**src/rtl/rd_control_if.sv**
```systemverilog
// Bus bundle between the top-level controller and the read sequencer.
// The controller side (master) requests waves; the sequencer side (slave) drives
// the per-bank read pattern and reports status.
interface rd_control_if #(
   parameter int unsigned width_height = 16
);
   localparam int unsigned data_width = 8 * width_height;

   logic                    start;
   logic [7:0]              base_addr;
   logic [width_height-1:0] rd_en;
   logic [data_width-1:0]   rd_addr;
   logic                    busy;
   logic                    done;

   modport master (
      output start,
      output base_addr,
      input  rd_en,
      input  rd_addr,
      input  busy,
      input  done
   );

   modport slave (
      input  start,
      input  base_addr,
      output rd_en,
      output rd_addr,
      output busy,
      output done
   );
endinterface

```
**src/rtl/rd_control.sv**
```systemverilog
// Read-side sequencer for the per-row memory banks. A start request launches one
// diagonally skewed wave: bank i reads width_height consecutive words from a common
// base, beginning i cycles after bank 0. All outputs are registered.
module rd_control #(
   parameter int unsigned width_height = 16
) (
   input logic         clk,
   input logic         reset,
   rd_control_if.slave bus
);
   localparam int unsigned data_width = 8 * width_height;
   localparam int unsigned CntW       = $clog2(2 * width_height);
   localparam logic [CntW-1:0] LastT  = CntW'(2 * width_height - 2);

   typedef enum logic [0:0] {StIdle, StRun} state_e;

   state_e                  state_q, state_d;
   logic [CntW-1:0]         t_q, t_d;
   logic [7:0]              base_q, base_d;
   logic [width_height-1:0] rd_en_q, rd_en_d;
   logic [data_width-1:0]   rd_addr_q, rd_addr_d;
   logic                    busy_q, busy_d;
   logic                    done_q, done_d;
   logic [31:0]             t_n;

   // Next-state: accept a wave only from idle, step the cycle counter while running.
   always_comb begin
      state_d = state_q;
      t_d     = t_q;
      base_d  = base_q;
      done_d  = 1'b0;
      unique case (state_q)
         StIdle: begin
            if (bus.start) begin
               state_d = StRun;
               t_d     = '0;
               base_d  = bus.base_addr;
            end
         end
         StRun: begin
            if (t_q == LastT) begin
               state_d = StIdle;
               t_d     = '0;
               done_d  = 1'b1;
            end else begin
               t_d = t_q + 1'b1;
            end
         end
         default: state_d = StIdle;
      endcase
   end

   // Output pattern for the upcoming cycle, derived from next state so outputs can be flopped.
   always_comb begin
      busy_d    = (state_d == StRun);
      rd_en_d   = '0;
      rd_addr_d = '0;
      t_n       = 32'(t_d);
      for (int unsigned i = 0; i < width_height; i++) begin
         // Bank i is live for cycles i .. i+width_height-1; disabled banks present address 0.
         if (busy_d && (t_n >= i) && (t_n <= i + width_height - 1)) begin
            rd_en_d[i]          = 1'b1;
            rd_addr_d[8*i +: 8] = base_d + 8'(t_n - i);
         end
      end
   end

   // State and output registers with asynchronous active-low reset.
   always_ff @(posedge clk or negedge reset) begin
      if (!reset) begin
         state_q   <= StIdle;
         t_q       <= '0;
         base_q    <= '0;
         rd_en_q   <= '0;
         rd_addr_q <= '0;
         busy_q    <= 1'b0;
         done_q    <= 1'b0;
      end else begin
         state_q   <= state_d;
         t_q       <= t_d;
         base_q    <= base_d;
         rd_en_q   <= rd_en_d;
         rd_addr_q <= rd_addr_d;
         busy_q    <= busy_d;
         done_q    <= done_d;
      end
   end

   assign bus.rd_en   = rd_en_q;
   assign bus.rd_addr = rd_addr_q;
   assign bus.busy    = busy_q;
   assign bus.done    = done_q;
endmodule

```
**src/flat_wrapper.sv**
```systemverilog
// flat-port wrapper written by rule: the top's interface ports become plain ports
module rd_control_flat 
#(
   parameter int unsigned width_height = 16
)
  (clk, reset, bus_start, bus_base_addr, bus_rd_en, bus_rd_addr, bus_busy, bus_done);
  rd_control_if #(.width_height(width_height)) bus_i ();
  input logic clk;
  input logic reset;
  input wire logic [$bits(bus_i.start)-1:0] bus_start;
  input wire logic [$bits(bus_i.base_addr)-1:0] bus_base_addr;
  output wire logic [$bits(bus_i.rd_en)-1:0] bus_rd_en;
  output wire logic [$bits(bus_i.rd_addr)-1:0] bus_rd_addr;
  output wire logic [$bits(bus_i.busy)-1:0] bus_busy;
  output wire logic [$bits(bus_i.done)-1:0] bus_done;
  assign bus_i.start = bus_start;
  assign bus_i.base_addr = bus_base_addr;
  assign bus_rd_en = bus_i.rd_en;
  assign bus_rd_addr = bus_i.rd_addr;
  assign bus_busy = bus_i.busy;
  assign bus_done = bus_i.done;
  rd_control #(.width_height(width_height)) u_core (.clk(clk), .reset(reset), .bus(bus_i));
endmodule
```
**config.mk**
```make
export PLATFORM = sky130hd
export DESIGN_NAME = rd_control_flat
export DESIGN_NICKNAME = d
export VERILOG_FILES = /design/src/rtl/rd_control_if.sv /design/src/rtl/rd_control.sv /design/src/flat_wrapper.sv
export SDC_FILE = /design/constraint.sdc
export NUM_CORES = 1
export LEC_CHECK = 0
export CORE_ASPECT_RATIO = 2
export CORE_MARGIN = 8
export CORE_UTILIZATION = 60
export CTS_BUF_LIST = sky130_fd_sc_hd__clkbuf_8
export DETAILED_ROUTE_END_ITERATION = 12
export HOLD_SLACK_MARGIN = 0.03
export PLACE_DENSITY = 0.89
export SYNTH_ARGS = -nofsm -noshare
export SYNTH_HDL_FRONTEND = slang
export SYNTH_SLANG_ARGS = --single-unit
```
**constraint.sdc**
```tcl
create_clock -name clk -period 10.96 [get_ports clk]
set_input_delay 2.192 -clock clk [delete_from_list [all_inputs] [get_ports clk]]
set_output_delay 2.192 -clock clk [all_outputs]
set_load 0.05 [all_outputs]
```
Yosys cells after proc, flatten, opt, wreduce, memory -nomap -nowiden
Cells that the tools add are included.

storage, ports and cells
  word-level logic and storage cells = 144
  register bits after elaboration = 159
  output and inout port bits = 146

operators by class
  add/subtract/negate cells = 32
  equal/unequal tests = 1
  reduce and logical (&&, ||, !) cells = 31
  mux-type cells = 42
  bitwise operators = 1
  $lt $le $gt $ge = 31

operators by type and width
  cell                                                  number
  two-way mux 8 bit                                     18
  adder 8 bit                                           15
  <= comparator 5 bit (second input constant)           15
  subtractor 5 x 4 -> 6 bit (second input constant)     8
  >= comparator 5 x 4 -> 1 bit (second input constant)  8
  logical AND 1 bit                                     31
  subtractor 5 x 3 -> 6 bit (second input constant)     4
  >= comparator 5 x 3 -> 1 bit (second input constant)  4
  two-way mux 1 bit                                     20
  subtractor 5 x 2 -> 6 bit (second input constant)     2
  >= comparator 5 x 2 -> 1 bit (second input constant)  2
  two-way mux 5 bit                                     2
  one-hot mux 5 bit (2 select lines)                    1
  adder 8 x 5 -> 8 bit                                  1
  subtractor 5 x 1 -> 6 bit (second input constant)     1
  adder 5 x 1 -> 5 bit (second input constant)          1
  == test 5 bit (second input constant)                 1
  >= comparator 5 x 1 -> 1 bit (second input constant)  1
  <= comparator 5 x 4 -> 1 bit (second input constant)  1
  one-hot mux 1 bit (2 select lines)                    1
  NOT 1 bit                                             1

Depth between registers and ports, before layout
Gate-level depths: netlist of run 1.

  depth in word-level cells = 7
  depth in mapped cells = 19
  mapped depth without buffers = 16

Least setup slack after synthesis of run 1
OpenSTA, ideal clock, no wires.

  path kind = input to register
  from = in bus_start
  to = reg u_core.rd_addr_q[47], in the netlist u_core.bus.rd_addr[47]
  arrival time = 4.899 ns
  path buffers = 1
  stages = 15
  path slack = 5.987 ns
  cells stage by stage = nor2_4 -> nand2_1 -> o21a_1 -> inv_1 -> ha_1 -> clkbuf_1 -> a21oi_1 -> xnor2_1 -> inv_1 -> ha_1 -> nor2b_1 -> o21a_1 -> o41ai_1 -> xnor3_1 -> nor2_1

on the way
  cells in the longest elaborated chain, start to end = 6
  elaborated cells on any way between the ends = 13
  classes of those cells = add/sub (2); order compare (2); mux (7); reduce/logical (2)

ends and longest elaborated chain
  what                                                 line                RTL
  from (decl)                                          flat_wrapper.sv:10  input wire logic [$bits(bus_i.start)-1:0] bus_start;
  two-way mux 5 bit *                                  rd_control.sv:34    if (bus.start) begin
  one-hot mux 5 bit (2 select lines) *                 rd_control.sv:32    unique case (state_q)
  via u_core.t_d[1]                                    rd_control.sv:18    logic [CntW-1:0] t_q, t_d;
  branches (longest 3 deep; another with adder 8 bit)  --
  two-way mux 8 bit *                                  rd_control.sv:61    if (busy_d && (t_n >= i) && (t_n <= i + width_height - 1)) begin
  via u_core.rd_addr_d[47]                             rd_control.sv:21    logic [data_width-1:0] rd_addr_q, rd_addr_d;
  to (signal assigned)                                 rd_control.sv:83    rd_addr_q <= rd_addr_d;
  to (decl)                                            rd_control.sv:21

Mark *: on every way through the listed nets, which the timed path passes.

Worst setup path after layout of run 1
  from = in bus_start
  to = reg u_core.rd_addr_q[79], in the netlist u_core.bus.rd_addr[79]

on the way
  cells in the longest elaborated chain, start to end = 6
  elaborated cells on any way between the ends = 13
  classes of those cells = add/sub (2); order compare (2); mux (7); reduce/logical (2)

ends and longest elaborated chain
  what                                                 line
  branches (longest 5 deep; another with adder 8 bit)  --
  two-way mux 8 bit *                                  rd_control.sv:61
  via u_core.rd_addr_d[79]                             rd_control.sv:21

Marks and branches as above.

==> results of run 1 <==
-- worst max-delay path: cells and delay by family --
| kind | cells | cell delay [ns] |
|---|---|---|
| adder cells (fa/ha/maj) | 1 | 0.32 |
| AO/OA/AOI/OAI | 4 | 1.75 |
| buffers and inverters | 3 | 1.09 |
| XOR/XNOR | 2 | 0.51 |
| AND/OR/NAND/NOR | 3 | 0.25 |
-- cells by family after synthesis --
family,after synthesis
xor gates and xnor gates,111
and+or+nand+nor,280
buffers and inverters,87
adders and majority gates,99
AOI/OAI and AO/OA,185
DFF,159
muxes,7
-- how the worst max path moves through the flow --
stage,slack (ns),from,end,depth (start not counted)
3_5_place_dp,4.73,bus_start,u_core.bus.rd_addr[79]$_DFF_PN0_,13
5_1_grt,4.91,bus_start,u_core.bus.rd_addr[15]$_DFF_PN0_,13
2_1_floorplan,5.99,bus_start,u_core.bus.rd_addr[47]$_DFF_PN0_,15
6_report,5.18,bus_start,u_core.bus.rd_addr[79]$_DFF_PN0_,13
4_1_cts,5.22,bus_start,u_core.bus.rd_addr[79]$_DFF_PN0_,13
3_3_place_gp,4.88,bus_start,u_core.bus.rd_addr[15]$_DFF_PN0_,13
-- flip-flops by register name (all words and copies together) (netlist names) --
register	cells
u_core.base_q	8
u_core.bus.done	1
u_core.bus.rd_addr	128
u_core.bus.rd_en	16
u_core.state_q	1
u_core.t_q	5
-- cell usage in the layout (no fill, tap or decap), types with 24 or more instances in the layout --
master	synthesis	routed
a21o_1	24	24
xnor2_1	74	74
nand2_1	38	38
nor2_1	162	162
dfrtp_1	159	159
inv_1	60	63
a21oi_1	54	54
xor2_1	35	35
ha_1	95	95
clkdlybuf4s50_1	0	155
-- stage by stage --
| step | setup WS (ns) | std cells | area, um2 |
|---|---|---|---|
| 3_5_place_dp | 4.731 | 1266 | 11030 |
| 4_1_cts | 5.218 | 1298 | 11390 |
| 2_1_floorplan | 5.987 | 928 | 9321 |
| 3_3_place_gp | 4.880 | 1266 | 11030 |
| 5_1_grt | 4.914 | 1299 | 11390 |
| 6_report | 5.176 | 1299 | 11390 |
-- metal layers --
metal | vias to the layer above | part of all wire (%) | GRT usage [%]
li1 | 3437 | - | -
met1 | 3541 | 34 | 24.62
met2 | 270 | 55 | 48.64
met3 | 103 | 5.2 | 5.418
met4 | 0 | 6.3 | 19.74
met5 | - | 0 | 0
-- layout make-up --
| class | count | area [um2] | area share [%] |
|---|---|---|---|
| Clock inverter | 13 | 100.1 | 0.8785 |
| Sequential cell | 159 | 3979 | 34.92 |
| Clock buffer | 19 | 261.5 | 2.295 |
| Timing Repair Buffer | 161 | 1600 | 14.05 |
| Antenna cell | 1 | 2.502 | 0.02196 |
| Tap cell | 198 | 247.7 | 2.174 |
| Inverter | 66 | 252.7 | 2.218 |
| Multi-Input combinational cell | 682 | 4950 | 43.44 |
==> results.md, run 1 <==
* Top Ports at 157
* RSZ-0062 raised after global routing: false
* Core Box Area at 15,210 um2
* DP HPWL at 18,870 um
* XOR/XNOR Fraction of Synth Area at 10.78%
* Post-synthesis cell type count at 71
* Post-CTS setup buffer count at 0
* Synth Cell Area at 9321 um2
* Vias at 7,351
* Area Overhead vs Synth at 22.23%
* Arrival @ worst endpoint at 6.14 ns
* Total Wirelength at 25,430 um
* Port buffer count at 156
* Reg2Reg Setup Slack at 6.50 ns
* Post-synth ARST share at 100.0%
* First-pass GRT wire length at 40,500 um
* Mux cell area share after synthesis at 0.9664%
* WHS Path Cells at 2
* Die H at 192.3 um
* Yosys Warn Count at 0
* Post-layout minimum cycle time at 5.784 ns
* CTS max path bufs at 2
* Synth Flop Type: dfrtp_1
* Drt drc at 0
* Routed vias/inst at 5.659
* H-tree levels at 4
* Adder-cell area share of the yosys netlist at 13.61%
* Worst-Margin Slew at 1.056 ns
* Filler cells at 1,112
* Largest family of logic cells by synthesized area: compound AO/OA/AOI/OAI gates
* Clk sinks at 159
* Core Util, Final at 74.88%
* Hold Worst Slack at 0.5411 ns
* Final Wtd Congestion at 1.005
* Slowest stage cell, crit path: a221oi_2
* Chip Width at 104.1 um
* Most common cell in the netlist: nor2_1
* Pre-antenna DRT Iters at 5
* Post-synth top cells: nor2_1 (162), dfrtp_1 (159), ha_1 (95)
* Syn Area/Cell at 10.04 um2
* Fin crit share at 52.78%
* Wire length per cell at 19.58 um
* GRT Total Usage at 26.13%
* Hold Crit Class: flip-flop to flip-flop
* Setup CP Type: input pin to flip-flop
* Post-Synth Simple-Gate Area at 13.68%
* Status: finished, final reports clean
* Crit path max fanout at 25
* CP Cell Sequence: clkdlybuf4s50_1, nor2_4, a221oi_2, inv_2, xnor2_1, inv_1, ha_1, a21oi_1, nor2b_1, o21a_1, o41ai_1, xnor2_1, nor2_1
* R2R Path End: u_core.bus.rd_addr[79]$_DFF_PN0_
* Final slew viol count at 0
* FF+latch count, synth at 159
* Fin Setup TNS at 0 ns
* # rows at 64
* RR Startpoint: u_core.t_q[0]$_DFF_PN0_
* Top post-synthesis cells by area: dfrtp_1 (43%), ha_1 (13%), xnor2_1 (7.0%)
* Sequential share of the synthesized area at 42.68%
* EDFF count, synth at 0
* Hold endpoint: u_core.base_q[0]$_DFF_PN0_
* # nets final at 1,197
* R2R cell count at 14
* # setup viols final at 0
* Root buffer cell: clkbuf_8
* Die ar. at 20,020 um2
* Routed Antenna Nets at 0
* Critical path endpoint category: flip-flop
* Synthesized instance count at 928
* Post-synthesis net count at 1,038
* CTS buffer count at 17
* Clock Skew at 0.01824 ns
* Max Cap Violations at 0
* Crit-path most repeated cell: xnor2_1
* Initial core utilization at 61.27%
* Leading area contributor after synthesis: dfrtp_1
* Iteration-0 DRC Markers at 527
* Max-slew headroom at 29.44%
* Share of cells above drive strength 1 at 7.182%
* Antenna violations before repair at 1
* Worst Setup Start Kind: input pin
* CTS tree: done
* Worst hold start: u_core.base_q[0]$_DFF_PN0_
* Area share of the largest cell type after synthesis at 42.68%
* Compound-cell area share of the yosys netlist at 14.07%
* Clk Latency, worst-skew pair at 0.47 ns
* Endpoints failing hold at 0
* # hold bufs at CTS at 0
* Pin count of the biggest net entering global routing at 98
* Peak Freq at 0.1729 GHz
* Clk slew on worst S/H paths at 0.09 ns
* Required @ worst endpoint at 11.31 ns
* Number of global-route vias before repair at 7,890
* Post-CTS Resized at 0
* Crit-path max cell delay at 0.86 ns
* GRT overflow at 0
Power of run 1 is not shown: default switching activity piles up to over one toggle a cycle in this logic, so the estimate is an artifact.
==> run 2, diff against run 1 <==
--- a/config.mk
+++ b/config.mk
@@ -7,11 +7,11 @@
 export LEC_CHECK = 0
 export CORE_ASPECT_RATIO = 2
 export CORE_MARGIN = 8
-export CORE_UTILIZATION = 60
+export CORE_UTILIZATION = 56
 export CTS_BUF_LIST = sky130_fd_sc_hd__clkbuf_8
 export DETAILED_ROUTE_END_ITERATION = 12
 export HOLD_SLACK_MARGIN = 0.03
-export PLACE_DENSITY = 0.89
+export PLACE_DENSITY = 0.84
 export SYNTH_ARGS = -nofsm -noshare
 export SYNTH_HDL_FRONTEND = slang
 export SYNTH_SLANG_ARGS = --single-unit
==> constraint.sdc (replaced) <==
create_clock -name clk -period 5.8 [get_ports clk]
set_input_delay 1.16 -clock clk [delete_from_list [all_inputs] [get_ports clk]]
set_output_delay 1.16 -clock clk [all_outputs]
set_load 0.05 [all_outputs]
==> run 2 against run 1 <==
Against the previous run:
- clock-buffer cell count increased by 1
- critical path type unchanged
- final area increased by 1.3%
- final cell count increased by 1.0%
- sequential share of layout area decreased by 0.46 points
==> results.md, run 2 (synthesized netlist as in run 1, its figures left out) <==
* GRT Total Usage at 25.89%
* Status: finished, final reports clean
* GRT overflow at 0
* Routed vias/inst at 5.632
* Fin Setup TNS at 0 ns
* Drt drc at 0
* Commonest non-fill, non-tap cells in the layout: nor2_1 (162), dfrtp_1 (159), clkdlybuf4s50_1 (155), ha_1 (95), xnor2_1 (74)
* Reg2Reg Setup Slack at 1.28 ns
* CTS buffer count at 17
* CTS max path bufs at 2
* Vias at 7,389
* CTS tree: done
* Number of global-route vias before repair at 7,932
* Core Box Area at 16,510 um2
* Fin crit share at 80.53%
* Setup CP Type: input pin to flip-flop
* GR Util met3 at 5.029%
* # nets final at 1,202
* Clk Latency, worst-skew pair at 0.48 ns
* # rows at 67
* Filler cells at 1,205
* Clock Skew at 0.02138 ns
* Antenna violations before repair at 0
* Inserted Diodes at 0
* Peak Freq at 0.2141 GHz
* Final slew viol count at 0
* Iteration-0 DRC Markers at 367
* Chip Width at 107.2 um
* Top Ports at 157
* Most common cell after layout, fill and taps aside: nor2_1
* Port buffer count at 156
* Gr busiest metal: met2
* RSZ-0062 raised after global routing: false
* Clk slew on worst S/H paths at 0.08 ns
* # setup viols final at 0
* Area Overhead vs Synth at 23.85%
* Endpoints failing hold at 0
* Wire length per cell at 20.33 um
* First-pass GRT wire length at 42,200 um
* Pre-antenna DRT Iters at 5
* Required @ worst endpoint at 6.15 ns
* Post-layout minimum cycle time at 4.671 ns
* Worst-Margin Slew at 0.9962 ns
* Worst Setup Start Kind: input pin
* Met2 Resource Use GR at 46.41%
* DP HPWL at 19,810 um
* Met1 usage at 28.36%
* # hold bufs at CTS at 0
* Hold Crit Class: flip-flop to flip-flop
* Post-CTS setup buffer count at 0
* Total Wirelength at 26,670 um
* Max-slew headroom at 33.51%
* Share of cells above drive strength 1 at 7.602%
* H-tree levels at 4
* Crit path max fanout at 13
* Pin count of the biggest net entering global routing at 65
* Clk sinks at 159
* Routed Antenna Nets at 0
* Initial core utilization at 56.44%
* Die ar. at 21,280 um2
* Post-CTS Resized at 0
* Max FFs per register at 128
* Final Wtd Congestion at 0.9472
* Root buffer cell: clkbuf_8
* Critical path endpoint category: flip-flop
* Die H at 198.5 um
* Max Cap Violations at 0
* Arrival @ worst endpoint at 5.02 ns
run 2: per-layer routing:
layer | share of wire [%] | routed length (um)
met5 | 0 | 0
met4 | 3.9 | 1031
met3 | 5.6 | 1487
met2 | 52 | 13950
met1 | 38 | 10200
run 2: through the flow:
stage	hold slack (ns)	setup WS, ns	std cells	instance area, um2	utilization [%]
after floorplan	0.4714	1.859	928	9321	-
after global placement	0.5320	0.9002	1280	11080	67.08
after detailed placement	0.5383	0.6888	1280	11080	67.08
after CTS	0.5603	1.185	1312	11540	69.91
after global routing	0.5891	0.8026	1312	11540	69.91
final	0.5481	1.129	1312	11540	69.91
run 2: final timing paths:
| path | depth (start not counted) | to | start |
|---|---|---|---|
| setup / recovery | 15 | u_core.bus.rd_addr[127]$_DFF_PN0_ | bus_start |
| hold / removal | 2 | u_core.base_q[0]$_DFF_PN0_ | u_core.base_q[0]$_DFF_PN0_ |
| setup reg to reg | 16 | u_core.bus.rd_addr[127]$_DFF_PN0_ | u_core.t_q[0]$_DFF_PN0_ |
| hold reg to reg | 2 | u_core.base_q[0]$_DFF_PN0_ | u_core.base_q[0]$_DFF_PN0_ |
| max in group asynchronous | 2 | u_core.bus.rd_en[10]$_DFF_PN0_ | reset |
| min in group asynchronous | 1 | u_core.base_q[5]$_DFF_PN0_ | reset |
run 2: layout make-up:
| type | count | area, um2 | area share (%) |
|---|---|---|---|
| sequential | 159 | 3979 | 34.46 |
| inverter | 66 | 252.7 | 2.189 |
| timing repair buffer | 166 | 1638 | 14.19 |
| clock inverter | 12 | 191.4 | 1.658 |
| multi-input combinational | 682 | 4950 | 42.87 |
| clock buffer | 20 | 275.3 | 2.384 |
| tap | 207 | 259.0 | 2.243 |
run 2: critical path, stage by stage:
cell,delay [ns]
clkdlybuf4s50_1,0.56
nor2_4,0.08
nand2_1,0.09
o21a_1,0.47
inv_1,0.36
ha_1,0.37
xnor2_1,0.23
inv_1,0.07
ha_1,0.34
a21oi_1,0.31
nor2b_1,0.12
o21a_1,0.21
o41ai_1,0.41
xnor2_1,0.19
nor2_1,0.06
Power of run 2 is left out for the same reason.
==> run 3, diff against run 2 <==
==> constraint.sdc (replaced) <==
create_clock -name clk -period 4.4 [get_ports clk]
set_input_delay 0.88 -clock clk [delete_from_list [all_inputs] [get_ports clk]]
set_output_delay 0.88 -clock clk [all_outputs]
set_load 0.05 [all_outputs]
==> run 3 against run 2 <==
Against the previous run:
- first-iteration DRC count fell by 26%
- via count is 1.7% higher
- final cell count grew 3.0%
- worst setup slack got worse by 0.66 ns
- clock-buffer cell count fell by 1
- non-clock buffer count grew 40
- critical path type unchanged
- critical endpoint is now u_core.bus.rd_addr[47]$_DFF_PN0_
- highest routed layer unchanged
==> results.md, run 3 (synthesized netlist as in run 1, its figures left out) <==
* Status: finished, final reports clean
* CTS max path bufs at 2
* Post-layout minimum cycle time at 3.931 ns
* Final Wtd Congestion at 0.9247
* Clock Skew at 0.01262 ns
* Clk Latency, worst-skew pair at 0.47 ns
* Clk slew on worst S/H paths at 0.08 ns
* CTS buffer count at 17
* Area Overhead vs Synth at 26.11%
* # rows at 67
* Antenna violations before repair at 0
* RR Startpoint: u_core.t_q[0]$_DFF_PN0_
* Reg2Reg Setup Slack at 0.53 ns
* R2R cell count at 16
* Vias at 7,511
* Most common cell after layout, fill and taps aside: nor2_1
* # hold bufs at CTS at 0
* Final slew viol count at 0
* Worst Setup Start Kind: input pin
* Levels on crit path at 13
* Core Box Area at 16,510 um2
* Wire length per cell at 20.26 um
* Total Wirelength at 27,400 um
* Inserted Diodes at 0
* Arrival @ worst endpoint at 4.33 ns
* Clk sinks at 159
* GRT Total Usage at 26.64%
* Setup CP Type: input pin to flip-flop
* Worst-Margin Slew at 0.8521 ns
* Root buffer cell: clkbuf_8
* Routed Antenna Nets at 0
* Pre-antenna DRT Iters at 5
* Routed vias/inst at 5.555
* Max Cap Violations at 0
* Commonest non-fill, non-tap cells in the layout: nor2_1 (162), dfrtp_1 (159), clkdlybuf4s50_1 (155), ha_1 (95), xnor2_1 (74)
* Slowest stage cell, crit path: clkdlybuf4s50_1
* CTS tree: done
* Top Ports at 157
* Max FFs per register at 128
* Crit path max-delay family: buffers and inverters
* # nets final at 1,242
* Port buffer count at 156
* # setup viols final at 0
* GRT overflow at 0
* Fin crit share at 89.35%
* Post-CTS Resized at 0
* Initial core utilization at 56.44%
* Die H at 198.5 um
* Worst path buffer plus inverter count at 3
* Pin count of the biggest net entering global routing at 98
* Post-route cell area at 11,760 um2
* Endpoints failing hold at 0
* Chip Width at 107.2 um
* Critical path endpoint category: flip-flop
* Drt drc at 0
* Peak Freq at 0.2544 GHz
* DP HPWL at 21,040 um
* RSZ-0062 raised after global routing: false
* Crit-path max cell delay at 0.60 ns
* Die ar. at 21,280 um2
* Max-slew headroom at 43.20%
* Share of cells above drive strength 1 at 10.92%
* Number of global-route vias before repair at 8,013
* Fin Setup TNS at 0 ns
* Iteration-0 DRC Markers at 271
* Crit path from: bus_start
* Hold Crit Class: input pin to async pin
* CP Cell Sequence: clkdlybuf4s50_1, nor2_4, a22oi_2, or2_1, inv_4, xnor2_1, inv_1, ha_1, nor2b_1, o21a_1, o41ai_1, xnor3_1, nor2_1
* First-pass GRT wire length at 43,260 um
* Dpl cell area at 11,380 um2
* Required @ worst endpoint at 4.80 ns
* Post-CTS setup buffer count at 0
* H-tree levels at 4
* Crit path max fanout at 20
[run 3: changes by cell type in the layout (fill, tap and decap cells not counted)]
cell,before,now
buf_4,10,50
inv_1,63,62
bufinv_16,5,1
clkbuf_8,20,19
clkinvlp_4,1,5
inv_6,0,2
[run 3: layout make-up]
class                   instances  area (um2)
clock buffers                  19       261.5
clock inverters                13       115.1
fillers                      1231        4760
inverters                      66       252.7
multi-input cells             682        4950
flip-flops and latches        159        3979
well taps                     207       259.0
repair buffers                206        1938
[run 3: final timing paths]
path	endpoint
max in group asynchronous	u_core.base_q[3]$_DFF_PN0_
hold / removal	u_core.bus.rd_addr[39]$_DFF_PN0_
setup / recovery	u_core.bus.rd_addr[47]$_DFF_PN0_
setup reg to reg	u_core.bus.rd_addr[47]$_DFF_PN0_
min in group clk	u_core.base_q[3]$_DFF_PN0_
hold reg to reg	u_core.base_q[3]$_DFF_PN0_
[run 3: metal layers]
metal / global-route usage, % / part of all wire [%]
met3: 5.191 / 5.5
met2: 45.74 / 51
met4: 18.16 / 6.2
met1: 28.72 / 38
met5: 0 / 0
[run 3: through the flow]
| stage | util, % | std cells | hold slack, ns | setup WS [ns] |
|---|---|---|---|---|
| 2_1_floorplan | - | 928 | 0.4714 | 0.7152 |
| 3_3_place_gp | 68.90 | 1320 | 0.4580 | 0.09579 |
| 3_5_place_dp | 68.90 | 1320 | 0.5005 | 0.06302 |
| 4_1_cts | 71.18 | 1352 | 0.5034 | 0.5370 |
| 5_1_grt | 71.18 | 1352 | 0.5558 | 0.2418 |
| 6_report | 71.18 | 1352 | 0.4647 | 0.4688 |
Power of run 3 is left out for the same reason.
